**config.mk**
```make
export PLATFORM = sky130hd
export DESIGN_NAME = lsu
export DESIGN_NICKNAME = d
export VERILOG_FILES = /design/src/rtl/rv_pkg.sv /design/src/rtl/ls_align.sv /design/src/rtl/lsu.sv
export SDC_FILE = /design/constraint.sdc
export NUM_CORES = 1
export LEC_CHECK = 0
export BUFFER_PORTS_ARGS = -buffer_cell sky130_fd_sc_hd__clkbuf_2
export CAP_MARGIN = 0
export CORE_AREA = 2 2 104 106
export CTS_CLUSTER_DIAMETER = 40
export CTS_CLUSTER_SIZE = 12
export DETAILED_ROUTE_END_ITERATION = 10
export DIE_AREA = 0 0 106 108
export HOLD_SLACK_MARGIN = 0.05
export PLACE_DENSITY = 0.84
export SYNTH_ARGS = -nofsm -noshare
export SYNTH_HDL_FRONTEND = slang
export SYNTH_SLANG_ARGS = --single-unit
export TNS_END_PERCENT = 10
```
**constraint.sdc**
```tcl
create_clock -name clk -period 1.98 [get_ports clk]
set_input_delay 0.198 -clock clk [delete_from_list [all_inputs] [get_ports clk]]
set_output_delay 0.198 -clock clk [all_outputs]
set_load 0.01 [all_outputs]
```
**src/rtl/rv_pkg.sv**
```systemverilog
// Shared core definitions: funct3 encodings, LSU state and access size.
// Imported by lsu and ls_align.
package rv_pkg;

    localparam logic [2:0] F3_B  = 3'b000;
    localparam logic [2:0] F3_H  = 3'b001;
    localparam logic [2:0] F3_W  = 3'b010;
    localparam logic [2:0] F3_BU = 3'b100;
    localparam logic [2:0] F3_HU = 3'b101;

    typedef enum logic [1:0] {
        IDLE,
        REQ,
        WAIT,
        DONE
    } lsu_state_t;

    typedef enum logic [1:0] {
        SZ_B,
        SZ_H,
        SZ_W
    } ls_size_t;

    // Reserved encodings fall through to a full-word access
    function automatic ls_size_t f3_size(input logic [2:0] f3);
        ls_size_t sz;
        unique case (f3)
            F3_B, F3_BU: sz = SZ_B;
            F3_H, F3_HU: sz = SZ_H;
            default:     sz = SZ_W;
        endcase
        return sz;
    endfunction

endpackage

```
**src/rtl/ls_align.sv**
```systemverilog
// Lane logic for the LSU: byte enables, store replication,
// and load lane extraction with sign/zero extension.
module ls_align
    import rv_pkg::*;
(
    input  logic [2:0]  st_funct3,
    input  logic [1:0]  st_off,
    input  logic [31:0] st_data,
    output logic [3:0]  st_be,
    output logic [31:0] st_wdata,
    input  logic [2:0]  ld_funct3,
    input  logic [1:0]  ld_off,
    input  logic [31:0] ld_word,
    output logic [31:0] ld_data
);

    logic [7:0]  ld_byte;
    logic [15:0] ld_half;

    always_comb begin
        st_be    = 4'b1111;
        st_wdata = st_data;
        unique case (f3_size(st_funct3))
            SZ_B: begin
                st_be    = 4'b0001 << st_off;
                st_wdata = {4{st_data[7:0]}};
            end
            SZ_H: begin
                st_be    = 4'b0011 << {st_off[1], 1'b0};
                st_wdata = {2{st_data[15:0]}};
            end
            default: ;
        endcase
    end

    assign ld_byte = ld_word[{ld_off, 3'b000} +: 8];
    assign ld_half = ld_off[1] ? ld_word[31:16] : ld_word[15:0];

    // funct3[2] selects the unsigned variants
    always_comb begin
        ld_data = ld_word;
        unique case (f3_size(ld_funct3))
            SZ_B: ld_data = ld_funct3[2] ? {24'b0, ld_byte}
                                         : {{24{ld_byte[7]}}, ld_byte};
            SZ_H: ld_data = ld_funct3[2] ? {16'b0, ld_half}
                                         : {{16{ld_half[15]}}, ld_half};
            default: ;
        endcase
    end

endmodule

```
**src/rtl/lsu.sv**
```systemverilog
// Load/store unit: one req/gnt/rvalid data-memory access per instruction.
// Define LSU_MISALIGN_TRAP_EN to trap misaligned accesses instead of truncating.
module lsu
    import rv_pkg::*;
#(
    parameter int WIDTH = 32
) (
    input  logic             clk,
    input  logic             rstn,
    input  logic             ls_req,
    input  logic             ls_we,
    input  logic [2:0]       ls_funct3,
    input  logic [WIDTH-1:0] alu_result,
    input  logic [WIDTH-1:0] Rd2,
    output logic             ls_stall,
    output logic             ls_done,
    output logic [WIDTH-1:0] rdata_out,
    output logic             ls_misaligned,
    output logic             dmem_req,
    output logic             dmem_we,
    output logic [3:0]       dmem_be,
    output logic [WIDTH-1:0] dmem_addr,
    output logic [WIDTH-1:0] dmem_wdata,
    input  logic             dmem_gnt,
    input  logic             dmem_rvalid,
    input  logic [WIDTH-1:0] dmem_rdata
);

    lsu_state_t       state, state_nx;
    logic             accept;
    logic             trap;
    logic [2:0]       funct3_q;
    logic [1:0]       off_q;
    logic [3:0]       be_nx;
    logic [WIDTH-1:0] wdata_nx;
    logic [WIDTH-1:0] ld_data;

    ls_align u_align (
        .st_funct3 (ls_funct3),
        .st_off    (alu_result[1:0]),
        .st_data   (Rd2),
        .st_be     (be_nx),
        .st_wdata  (wdata_nx),
        .ld_funct3 (funct3_q),
        .ld_off    (off_q),
        .ld_word   (dmem_rdata),
        .ld_data   (ld_data)
    );

`ifdef LSU_MISALIGN_TRAP_EN
    logic mis;
    always_comb begin
        unique case (f3_size(ls_funct3))
            SZ_H:    mis = alu_result[0];
            SZ_W:    mis = |alu_result[1:0];
            default: mis = 1'b0;
        endcase
    end
    assign trap          = mis;
    assign ls_misaligned = (state == IDLE) && ls_req && mis;
`else
    assign trap          = 1'b0;
    assign ls_misaligned = 1'b0;
`endif

    always_ff @(posedge clk) begin
        if (!rstn) state <= IDLE;
        else       state <= state_nx;
    end

    always_comb begin
        state_nx = state;
        accept   = 1'b0;
        unique case (state)
            IDLE: begin
                if (ls_req && !trap) begin
                    accept   = 1'b1;
                    state_nx = REQ;
                end
            end
            REQ:  if (dmem_gnt) state_nx = WAIT;
            WAIT: if (dmem_rvalid) state_nx = DONE;
            DONE: state_nx = IDLE;
            default: state_nx = IDLE;
        endcase
        ls_stall = accept || (state == REQ) || (state == WAIT);
    end

    always_ff @(posedge clk) begin
        if (!rstn) begin
            dmem_req   <= 1'b0;
            dmem_we    <= 1'b0;
            dmem_be    <= '0;
            dmem_addr  <= '0;
            dmem_wdata <= '0;
            rdata_out  <= '0;
            ls_done    <= 1'b0;
            funct3_q   <= '0;
            off_q      <= '0;
        end else begin
            ls_done <= (state == WAIT) && dmem_rvalid;
            if (accept) begin
                dmem_req   <= 1'b1;
                dmem_we    <= ls_we;
                dmem_be    <= be_nx;
                dmem_addr  <= {alu_result[WIDTH-1:2], 2'b00};
                dmem_wdata <= wdata_nx;
                funct3_q   <= ls_funct3;
                off_q      <= alu_result[1:0];
            end else if ((state == REQ) && dmem_gnt) begin
                dmem_req <= 1'b0;
            end
            if ((state == WAIT) && dmem_rvalid && !dmem_we)
                rdata_out <= ld_data;
        end
    end

endmodule

```
==> metrics.yaml <==
power:
  ir_drop_mv: 0.481
  pwr_density_cell_nw_per_um2: 1070
  p_leak_nw: 2.88
clocking:
  cts.root.buffer_cell: "clkbuf_8"
  cts_htree_levels: 3
  cts_sinks: 108
  clkSlewWorstSetupHoldPaths_ps: 100
  cts_buffers: 9
  cts_tree: "yes"
  clockBufferDepth: 2
  cts_setup_buffers: 0
  insertion_delay_ps: 370
setup_path:
  critical_path_arrival_ps: 1680
  cp_max_fo: 4
  slowest_stage: "dfxtp_2"
  crit_type: "reg -> out"
  worstPathRequired_ps: 1780
  path_cells: "inv_1, ha_1, and2_2, or3_1, clkbuf_2"
  max_stage_delay_ps: 350
  crit_buf_inv: 2
  critical_path.startpoint_type: "flip-flop"
  critPathCaptureType: "primary output"
  critPathTopFamily: "simple AND/OR/NAND/NOR gates"
synth:
  synth_compound_area_share_pct: 22.6
  synth_seq_cells: 108
  ys_seq_area_share_pct: 45.6
  synth_top_area_share_pct: 45.6
  yosysTopAreaCell: "dfxtp_1"
  synth_top_family_by_area: "compound AO/OA/AOI/OAI gates"
  synth-simple-area-share_pct: 19.4
  yosys-top-cells-area: "dfxtp_1 46%, nand2_1 13%, a21oi_1 7.8%"
  synth-main-ff-cell: "dfxtp_1"
  synthXorXnorAreaFrac_pct: 0
  syn_area_um2: 4740
  synth_area_per_cell_um2: 8.04
  ys_types: 43
  yosysWarnings: 0
  synth_fa_ha_area_share_pct: 0.791
  synthCells: 590
  synthArstFlopShare_pct: 0
  synth_edf_count: 0
  synth.area.mux_share_pct: 6.07
drt:
  drtAntennaViolNets: 0
  drt_wl_total_um: 14400
  drc: 0
  drt-initial-drc-count: 351
  avgRoutedWirePerCell_um: 15.1
  dr.pass1.iters: 5
  post_drt_via_cell_ratio: 5.26
  dr_total_vias: 4993
floorplan:
  fp.dieW_um: 106
  rows: 37
  initial_core_util_pct: 46.4
  io-pin-count: 210
  die_height_um: 108
  core_area_um2: 10200
  design.die.area_um2: 11400
status:
  status: "complete, no violations"
global_route:
  grt_max_degree: 71
  grtUsageTotal_pct: 25.2
  antenna_found_initial: 1
  grt_pass1_wl_um: 23300
  gr-total-overflow: 0
  grt_pass1_vias: 4777
timing:
  setup_viol: 0
  setup_tns_ps: 0
  hold_viol: 0
  slew_headroom_pct: 62.6
  clock.fmax_ghz: 0.533
  worst_slew_pin_slew_ps: 559
  fin_skew_ps: 11.9
  fin_crit_ps: 1880
  period_share_pct: 94.8
  grt_setup_unrepaired: "false"
  drv_slew: 0
final_layout:
  nets: 916
  area_growth_pct: 34.8
  finalNonFillerCells: 949
  diodes: 0
  drive_gt1_share_pct: 33.7
placed_design:
  port_buffers: 206
  place.gp.congestion: 0.933
  dpl.hpwl_um: 9940
  place_inst: 903
run:
  max_cap_viol_count: 0
worst_hold_path:
  min_path_type: "in -> reg"
worst paths after layout:
path                               startpoint             to  slack, ps  cells past startpoint
worst max-delay path                 state[0]       ls_stall        100                      5
worst min-delay path            alu_result[9]   dmem_addr[9]         60                      3
worst max register to register       state[0]   rdata_out[5]        360                      6
worst min register to register  dmem_wdata[5]  dmem_wdata[5]        460                      2
metal layers:
| layer | global-route usage [%] | share of wire [%] |
|---|---|---|
| met1 | 31.9 | 42 |
| met2 | 42.8 | 48 |
| met3 | 4.28 | 6.8 |
| met4 | 10.7 | 2.8 |
| met5 | 0 | 0 |
sequential cells by signal (all words and copies together), names as in the netlist:
signal,count
dmem_addr,30
dmem_be,4
dmem_req,1
dmem_wdata,32
dmem_we,1
funct3_q,3
ls_done,1
off_q,2
rdata_out,32
state,2
per-stage QoR:
stage                     worst slack, ps  instance area [µm²]  power [mW]  utilization, %  hold slack [ps]
after CTS                            52.1                 6390        6.88            62.5             50.5
after global placement                412                 5910        5.49            57.7              422
after global routing                 17.6                 6390        7.31            62.5             58.3
after floorplan                       377                 4750        4.53               -              334
after detailed placement              383                 5910        5.55            57.7              427
final                                 103                 6390        6.86            62.5             58.4
kinds of logic (layout without fill, tap and decap cells):
| family | after synthesis | count (layout) |
|---|---|---|
| flops | 108 | 108 |
| other cells | 1 | 3 |
| mux | 27 | 27 |
| fa+ha+maj | 3 | 3 |
| compound gates | 174 | 174 |
| buf+inv | 56 | 277 |
| simple gates | 221 | 221 |
cell usage after synthesis, types with 2 or more instances:
cell type / count
nand2_1: 159
dfxtp_1: 108
a21oi_1: 74
o21ai_0: 46
nor2_1: 25
clkbuf_1: 22
mux2i_1: 19
buf_2: 17
nor3_1: 15
a211oi_1: 14
a21oi_2: 9
a311oi_1: 8
nand3b_1: 7
o211ai_1: 7
a31o_2: 6
buf_4: 6
inv_1: 6
mux2_2: 6
nor2b_1: 4
buf_1: 3
ha_1: 3
and2_1: 2
mux2_4: 2
nand2b_1: 2
or3_1: 2
layout by cell type, fill, tap and decap left out, drive strengths merged, types with 4 or more instances in the layout:
master,count
a211oi,14
a21oi,84
a311oi,8
a31o,6
buf,18
clkbuf,216
dfxtp,108
dlygate4sd3,30
inv,9
mux2,8
mux2i,19
nand2,159
nand3b,8
nor2,25
nor2b,4
nor3,15
o211ai,7
o21ai,47
power by group:
part / total, mW / leakage (nW) / switching (mW) / internal, mW
registers: 2.94 / 0.885 / 0.286 / 2.65
clock network: 1.29 / 0.0933 / 0.782 / 0.505
logic: 2.63 / 1.90 / 1.54 / 1.09
repair_timing:
item,CTS,global route
hold buffers,30,0
endpoints found under the hold margin,30,0
endpoints found under the setup margin,0,1
gates resized for setup,0,2
layout make-up:
cell class | count | area [µm²]
well taps | 136 | 170
fillers | 916 | 3840
repair buffers | 254 | 1520
multi-input cells | 428 | 2330
flip-flops and latches | 108 | 2160
clock buffers | 10 | 138
clock inverters | 6 | 47.5
inverters | 7 | 26.3
worst reg2reg max path: cells and delay by family, from the launching register on:
family,cells,cell delay (ps)
AO/OA/AOI/OAI,2,320
flip-flops,1,340
adder cells (fa/ha/maj),1,270
buffers and inverters,2,290
AND/OR/NAND/NOR,1,340
No activity file was read; power rests on OpenSTA's default activity.
